$ cat src/rtl/seg_push_arbiter_if.sv
// Requester handshakes plus display-side outputs of seg_push_arbiter.
interface seg_push_arbiter_if #(
    parameter int NIBBLES = 6
) ();
    // Handshake: a requester drives reqN_valid with reqN_data held stable; the value
    // is taken on the rising clk edge where reqN_valid && reqN_ready are both high.
    logic                 req0_valid;
    logic [4*NIBBLES-1:0] req0_data;
    logic                 req0_ready;
    logic                 req1_valid;
    logic [4*NIBBLES-1:0] req1_data;
    logic                 req1_ready;
    logic [4:0]           disp_out;
    logic                 busy;
    logic                 owner;
    logic [1:0]           dbg_state;

    modport slave (
        input  req0_valid, req0_data, req1_valid, req1_data,
        output req0_ready, req1_ready, disp_out, busy, owner, dbg_state
    );

    modport master (
        output req0_valid, req0_data, req1_valid, req1_data,
        input  req0_ready, req1_ready, disp_out, busy, owner, dbg_state
    );
endinterface

$ cat src/rtl/seg_push_arbiter.sv
// Two-requester arbiter feeding a shift-in seven-segment display, MS nibble first.
// SEG_ARB_FIXED_PRIO_EN selects fixed priority (req0 wins ties) instead of round-robin.
module seg_push_arbiter #(
    parameter int NIBBLES = 6,
    parameter int GAP     = 0
) (
    input logic               clk,
    input logic               rst,
    seg_push_arbiter_if.slave bus
);
    localparam int W  = 4 * NIBBLES;
    localparam int CW = (NIBBLES > 1) ? $clog2(NIBBLES) : 1;
    localparam logic [CW-1:0] LAST_CNT = CW'(NIBBLES - 1);
    localparam logic [3:0]    GAP_LAST = 4'(GAP - 1);

    typedef enum logic [1:0] {
        IDLE  = 2'd0,
        SHIFT = 2'd1,
        WAIT  = 2'd2
    } state_t;

    state_t        state_q, state_d;
    logic [W-1:0]  buf_q, buf_d;
    logic [CW-1:0] cnt_q, cnt_d;
    logic [3:0]    gap_q, gap_d;
    logic          done_q, done_d;
    logic          last_grant_q, last_grant_d;
    logic          owner_q, owner_d;
    logic [4:0]    disp_q, disp_d;
    logic [3:0]    nib_d;
    logic          grant0, grant1;
    logic          ready0, ready1;

    always_comb begin
`ifdef SEG_ARB_FIXED_PRIO_EN
        grant0 = bus.req0_valid;
        grant1 = bus.req1_valid && !bus.req0_valid;
`else
        grant0 = bus.req0_valid && (!bus.req1_valid || last_grant_q);
        grant1 = bus.req1_valid && (!bus.req0_valid || !last_grant_q);
`endif
    end

    // Ready is masked while rst is high so nothing is accepted on a reset edge.
    assign ready0 = (state_q == IDLE) && !rst && grant0;
    assign ready1 = (state_q == IDLE) && !rst && grant1;

    always_comb begin
        state_d      = state_q;
        buf_d        = buf_q;
        cnt_d        = cnt_q;
        gap_d        = gap_q;
        done_d       = done_q;
        last_grant_d = last_grant_q;
        owner_d      = owner_q;
        unique case (state_q)
            IDLE: begin
                if (ready0 || ready1) begin
                    buf_d        = ready1 ? bus.req1_data : bus.req0_data;
                    owner_d      = ready1;
                    last_grant_d = ready1;
                    cnt_d        = '0;
                    done_d       = 1'b0;
                    state_d      = SHIFT;
                end
            end
            SHIFT: begin
                gap_d = '0;
                if (cnt_q == LAST_CNT) begin
                    done_d  = 1'b1;
                    state_d = (GAP == 0) ? IDLE : WAIT;
                end else begin
                    cnt_d   = cnt_q + CW'(1);
                    state_d = (GAP == 0) ? SHIFT : WAIT;
                end
            end
            WAIT: begin
                if (gap_q == GAP_LAST) begin
                    state_d = done_q ? IDLE : SHIFT;
                end else begin
                    gap_d = gap_q + 4'd1;
                end
            end
            default: state_d = IDLE;
        endcase

        // The output register is loaded from the next state, so a strobe is visible
        // in exactly the cycles the FSM spends in SHIFT.
        nib_d = '0;
        for (int i = 0; i < NIBBLES; i++) begin
            if (cnt_d == CW'(NIBBLES - 1 - i)) nib_d = buf_d[4*i +: 4];
        end
        disp_d = (state_d == SHIFT) ? {1'b1, nib_d} : 5'b0;
    end

    always_ff @(posedge clk) begin
        if (rst) begin
            state_q      <= IDLE;
            buf_q        <= '0;
            cnt_q        <= '0;
            gap_q        <= '0;
            done_q       <= 1'b0;
            last_grant_q <= 1'b1;
            owner_q      <= 1'b0;
            disp_q       <= 5'b0;
        end else begin
            state_q      <= state_d;
            buf_q        <= buf_d;
            cnt_q        <= cnt_d;
            gap_q        <= gap_d;
            done_q       <= done_d;
            last_grant_q <= last_grant_d;
            owner_q      <= owner_d;
            disp_q       <= disp_d;
        end
    end

    assign bus.req0_ready = ready0;
    assign bus.req1_ready = ready1;
    assign bus.disp_out   = disp_q;
    assign bus.busy       = (state_q != IDLE);
    assign bus.owner      = owner_q;
    assign bus.dbg_state  = state_q;
endmodule

$ cat src/flat_wrapper.sv
// flat-port wrapper written by rule: the top's interface ports become plain ports
module seg_push_arbiter_flat 
#(
    parameter int NIBBLES = 6,
    parameter int GAP     = 0
)
  (clk, rst, bus_req0_valid, bus_req0_data, bus_req1_valid, bus_req1_data, bus_req0_ready, bus_req1_ready, bus_disp_out, bus_busy, bus_owner, bus_dbg_state);
  seg_push_arbiter_if #(.NIBBLES(NIBBLES)) bus_i ();
  input logic clk;
  input logic rst;
  input wire logic [$bits(bus_i.req0_valid)-1:0] bus_req0_valid;
  input wire logic [$bits(bus_i.req0_data)-1:0] bus_req0_data;
  input wire logic [$bits(bus_i.req1_valid)-1:0] bus_req1_valid;
  input wire logic [$bits(bus_i.req1_data)-1:0] bus_req1_data;
  output wire logic [$bits(bus_i.req0_ready)-1:0] bus_req0_ready;
  output wire logic [$bits(bus_i.req1_ready)-1:0] bus_req1_ready;
  output wire logic [$bits(bus_i.disp_out)-1:0] bus_disp_out;
  output wire logic [$bits(bus_i.busy)-1:0] bus_busy;
  output wire logic [$bits(bus_i.owner)-1:0] bus_owner;
  output wire logic [$bits(bus_i.dbg_state)-1:0] bus_dbg_state;
  assign bus_i.req0_valid = bus_req0_valid;
  assign bus_i.req0_data = bus_req0_data;
  assign bus_i.req1_valid = bus_req1_valid;
  assign bus_i.req1_data = bus_req1_data;
  assign bus_req0_ready = bus_i.req0_ready;
  assign bus_req1_ready = bus_i.req1_ready;
  assign bus_disp_out = bus_i.disp_out;
  assign bus_busy = bus_i.busy;
  assign bus_owner = bus_i.owner;
  assign bus_dbg_state = bus_i.dbg_state;
  seg_push_arbiter #(.NIBBLES(NIBBLES), .GAP(GAP)) u_core (.clk(clk), .rst(rst), .bus(bus_i));
endmodule
$ cat config.mk
export PLATFORM = sky130hd
export DESIGN_NAME = seg_push_arbiter_flat
export DESIGN_NICKNAME = d
export VERILOG_FILES = /design/src/rtl/seg_push_arbiter_if.sv /design/src/rtl/seg_push_arbiter.sv /design/src/flat_wrapper.sv
export SDC_FILE = /design/constraint.sdc
export NUM_CORES = 1
export LEC_CHECK = 0
export BUFFER_PORTS_ARGS = -buffer_cell sky130_fd_sc_hd__buf_4
export CAP_MARGIN = 5
export CORE_MARGIN = 2
export CORE_UTILIZATION = 56
export CTS_CLUSTER_SIZE = 10
export DETAILED_ROUTE_END_ITERATION = 16
export GPL_ROUTABILITY_DRIVEN = 1
export GPL_TIMING_DRIVEN = 0
export PLACE_DENSITY = 0.92
export SLEW_MARGIN = 15
export SYNTH_ARGS = -nofsm -noshare
export SYNTH_HDL_FRONTEND = slang
export SYNTH_SLANG_ARGS = --single-unit
$ cat constraint.sdc
create_clock -name clk -period 7.37 [get_ports clk]
set_clock_uncertainty 0.2 [all_clocks]
set_input_delay 0.3685 -clock clk [delete_from_list [all_inputs] [get_ports clk]]
set_output_delay 0.3685 -clock clk [all_outputs]
set_load 0.03 [all_outputs]
=== Word level (Yosys, flattened, before mapping) ===
Cells that the tools add are included.
Widths: inputs -> output; s select.

* $add $sub $neg: 2
* Equal/unequal tests: 13
* Mux-type cells: 23
* Bitwise operators: 1
* Reductions and logical operators: 21

{| class="wikitable"
|+ Operators by type and width
! operator !! count
|-
| $mux 24 || 3
|-
| $mux 4 || 7
|-
| $eq 3x3->1 const B || 3
|-
| $pmux 4 s2 || 1
|-
| $eq 3x2->1 const B || 2
|-
| $mux 3 || 2
|-
| $pmux 2 s3 || 1
|-
| $pmux 3 s2 || 1
|-
| $reduce_bool 2->1 || 3
|-
| $logic_and 1x1->1 || 5
|-
| $mux 5 || 1
|-
| $add 4x1->4 const B || 1
|-
| $eq 2x1->1 const B || 2
|-
| $eq 4x4->1 const B || 1
|-
| $logic_not 1->1 || 4
|-
| $mux 1 || 4
|-
| $mux 2 || 2
|-
| $ne 2x2->1 const B || 2
|-
| $reduce_and 2->1 || 2
|-
| $add 3x1->3 const B || 1
|-
| $eq 3x1->1 const B || 1
|-
| $logic_not 3->1 || 1
|-
| $logic_or 1x1->1 || 3
|-
| $reduce_and 3->1 || 1
|-
| other kinds (6) || 6
|}

* Bits in registers: 41
* Bits of input ports: 52

=== Logic depth before layout (Yosys ltp) ===
* Depth in word-level cells: 15
* Mapped depth: 8
* Mapped depth without buffers: 7

=== Worst setup path after synthesis ===
OpenSTA, ideal clock, no wires.

* Path kind: register to register
* Start point: reg u_core.cnt_q[1]
* End point: reg u_core.disp_q[0] (netlist: u_core.bus.disp_out[0])
* Setup time: 95 ps
* Arrival: 2106 ps
* Required time: 7075 ps
* Path slack: 4969 ps
* Stages on the path, launching flop included: 9
* Path buffers: 1
* Clock period less this slack: 2401 ps
* Cells stage by stage: dfxtp_1 -> inv_1 -> ha_1 -> and2_1 -> clkbuf_1 -> or4_1 -> a211o_1 -> a32o_1 -> a221oi_1

* Cells in the longest elaborated chain, start to end: 10

{| class="wikitable"
|+ Ends and longest elaborated chain
! what !! RTL line !! text
|-
| from (decl) || seg_push_arbiter.sv:24 || <nowiki>logic [CW-1:0] cnt_q, cnt_d;</nowiki>
|-
| from (signal assigned) || seg_push_arbiter.sv:109 || <nowiki>cnt_q <= cnt_d;</nowiki>
|-
| $add 3x1->3 or $eq 3x3->1 (tied branches) || seg_push_arbiter.sv:73, seg_push_arbiter.sv:69 ||
|-
| $mux 3 || seg_push_arbiter.sv:69 || <nowiki>if (cnt_q == LAST_CNT) begin</nowiki>
|-
| $pmux 3 s2 || seg_push_arbiter.sv:56 || <nowiki>unique case (state_q)</nowiki>
|-
| $eq 3x3->1 || seg_push_arbiter.sv:91 || <nowiki>if (cnt_d == CW'(NIBBLES - 1 - i)) nib_d = buf_d[4*i +: 4];</nowiki>
|-
| $mux 4 (6 in a row) || seg_push_arbiter.sv:91 ||
|-
| to (signal assigned) || seg_push_arbiter.sv:114 || <nowiki>disp_q <= disp_d;</nowiki>
|-
| to (decl) || seg_push_arbiter.sv:29 || <nowiki>logic [4:0] disp_q, disp_d;</nowiki>
|}

Parallel ways exist; a longest one is shown, timed or not.
A chain may end at the register's enable or synchronous reset.

=== Final worst setup path ===
* Start point: reg u_core.cnt_q[1]
* End point: reg u_core.disp_q[2] (netlist: u_core.bus.disp_out[2])

The elaborated chain is that of the path after synthesis.

==> results.toml <==
[outcome]
status = "completed"

[floorplan]
dieArea_um2 = 4520
dieHeight_um = 67.2
ios = 63
dieWidth_um = 67.2
rows = 22
start_util = 0.598
fp.coreArea_um2 = 3740

[finish]
drive_gt1_frac = 0.245
fin_cells = 403
nNetsFinal = 409
area_growth_pct = 28.9
stdcell_area_um2 = 2880
diodes = 0
post-route-util = 0.770

[setup_path]
regToRegSetupSlack_ns = 4.64
worst_ep_arrival_time_ns = 2.73
path_max_fanout = 8
worstPathRequired_ns = 7.37
path_class = "flop to flop"
cp-end-kind = "flop"
worstSetupStartpointType = "flop"

[synth]
synth_fp_nets = 340
yosysWarnings = 0
netlist_top_cells_area = "dfxtp_1 37%, nand2_1 7.7%, nor2_1 5.9%"
synth_seq_cells = 41
synth.most_common_cell = "nand2_1"
synth_cell_types = 50
synthArstFlopShare = 0
yosysSeqAreaShare = 0.367
mappedNetlistArea_um2 = 2240
synth_common_cells = "46 x nand2_1, 41 x dfxtp_1, 35 x nor2_1, 17 x a21oi_1, 13 x a311oi_1"
avgSynthCellArea_um2 = 7.85
yosys.area.top_type_share = 0.367
synthCells = 285
yosysTopAreaCell = "dfxtp_1"
synth_edf_count = 0
ys.flop_type = "dfxtp_1"

[timing]
fin_crit_sh = 0.371
fmax_mhz = 366
min_period_ns = 2.73
worst-slew-pin-transition_ns = 0.638
finalHoldViolCount = 0
tns_ns = 0
drv_slew = 0
max_slew_margin = 0.572
finalSetupViolCount = 0
rsz0062_at_grt = "false"

[placement]
io_buffer_count = 62
dp_hpwl_um = 4600
globalplace.congestion = 0.879
dp.cells = 395
placed_cell_area_um2 = 2760

[clock_network]
numCtsBuffers = 5
path_clk_slew_ns = 0.08
ctsHoldBuffers = 0
ctsResizeCount = 0
postCtsSetupRepairBufs = 0
clockBufferDepth = 2
cts_max_level = 2
cts_tree = "done"
clock_sinks = 41
clock_latency_ns = 0.30
clock-root-buffer = "clkbuf_8"

[global_route]
grt_pass1_wl_um = 10100
grt-ovfl-total = 0
use_met1 = 0.350
grt_max_degree = 14
use_met3 = 0.0550
use_met2 = 0.511
antenna_found_initial = 0
grt.busiest_layer = "met2"
grt_usage = 0.290
grt_pass1_vias = 2296

[hold_path]
min_path_type = "input port to flop"

[detailed_routing]
ant_nets = 0
drc = 0
wirelength_um = 6070
dr.pass1.iters = 5
drt_iter0_markers = 121
via_per_inst = 6.16
routedWlPerCell_um = 15.1
vias = 2481

[power_and_ir_drop]
powerDensity_nw_per_um2 = 195
ir_drop_uv = 125
total_power_uw = 563
p_leak_nw = 1.18

[flow_run]
cap_violations = 0
## flip-flops by register name, indices dropped and copies added, names as in the netlist
signal                flops
u_core.bus.dbg_state      2
u_core.buf_q             24
u_core.bus.owner          1
u_core.last_grant_q       1
u_core.bus.disp_out       5
u_core.gap_q              4
u_core.done_q             1
u_core.cnt_q              3
## layer usage
layer | part of all wire | wire length, µm
met1 | 0.39 | 2390
met2 | 0.50 | 3060
met3 | 0.072 | 438
met4 | 0.029 | 178
met5 | 0 | 0
## path summary, 6_finish.rpt
check	startpoint	to	cells after the start
hold / removal	bus_req0_data[4]	u_core.buf_q[4]	3
setup reg to reg	u_core.cnt_q[1]	u_core.bus.disp_out[2]	8
hold reg to reg	u_core.bus.owner	u_core.bus.owner	2
setup / recovery	u_core.cnt_q[1]	u_core.bus.disp_out[2]	8
## through the flow
step | setup slack (ns) | hold WS, ns
after detailed placement | 4.67 | 0.267
after CTS | 4.66 | 0.121
after floorplan | 4.97 | 0.259
after global routing | 4.49 | 0.127
final | 4.64 | 0.123
after global placement | 4.71 | 0.262
## cell usage in the layout, fill, tap and decap left out, types with 5 or more instances in the layout
cell	instances
a211oi_1	5
a21oi_1	17
a22oi_1	5
a311oi_1	13
buf_2	7
buf_4	63
clkbuf_1	11
clkbuf_8	6
dfxtp_1	41
nand2_1	46
nand3_1	7
nor2_1	35
nor2b_1	6
o2111ai_1	8
o21ai_0	11
o31ai_1	5
## layout make-up
type / instances / area (µm²)
multi-input combinational: 217 / 1290
clock inverter: 2 / 37.5
sequential: 41 / 821
buffer: 23 / 106
fill: 302 / 861
tap: 48 / 60.1
timing repair buffer: 62 / 465
clock buffer: 6 / 82.6
inverter: 4 / 15.0
## critical path: stages (launching register included)
cell and delay [ns]:
dfxtp_1 0.45, inv_1 0.09, ha_1 0.22, and2_1 0.16, clkbuf_1 0.18, or4_1 0.44
a211o_1 0.37, a32o_1 0.25, a221oi_1 0.27
## where the power goes
part | internal [mW] | leakage, nW | switching, mW
registers | 0.238 | 0.337 | 0.00849
logic | 0.0548 | 0.781 | 0.0718
clock network | 0.110 | 0.0574 | 0.0795
## kinds of logic after synthesis
logic type                 after synthesis  share of synthesized area
AOI/OAI and AO/OA                       94                      0.309
adders and majority gates                3                     0.0168
buffers and inverters                   27                     0.0542
DFF                                     41                      0.367
muxes                                    1                    0.00503
and+or+nand+nor                        119                      0.248
(Power assumes the default switching activity.)
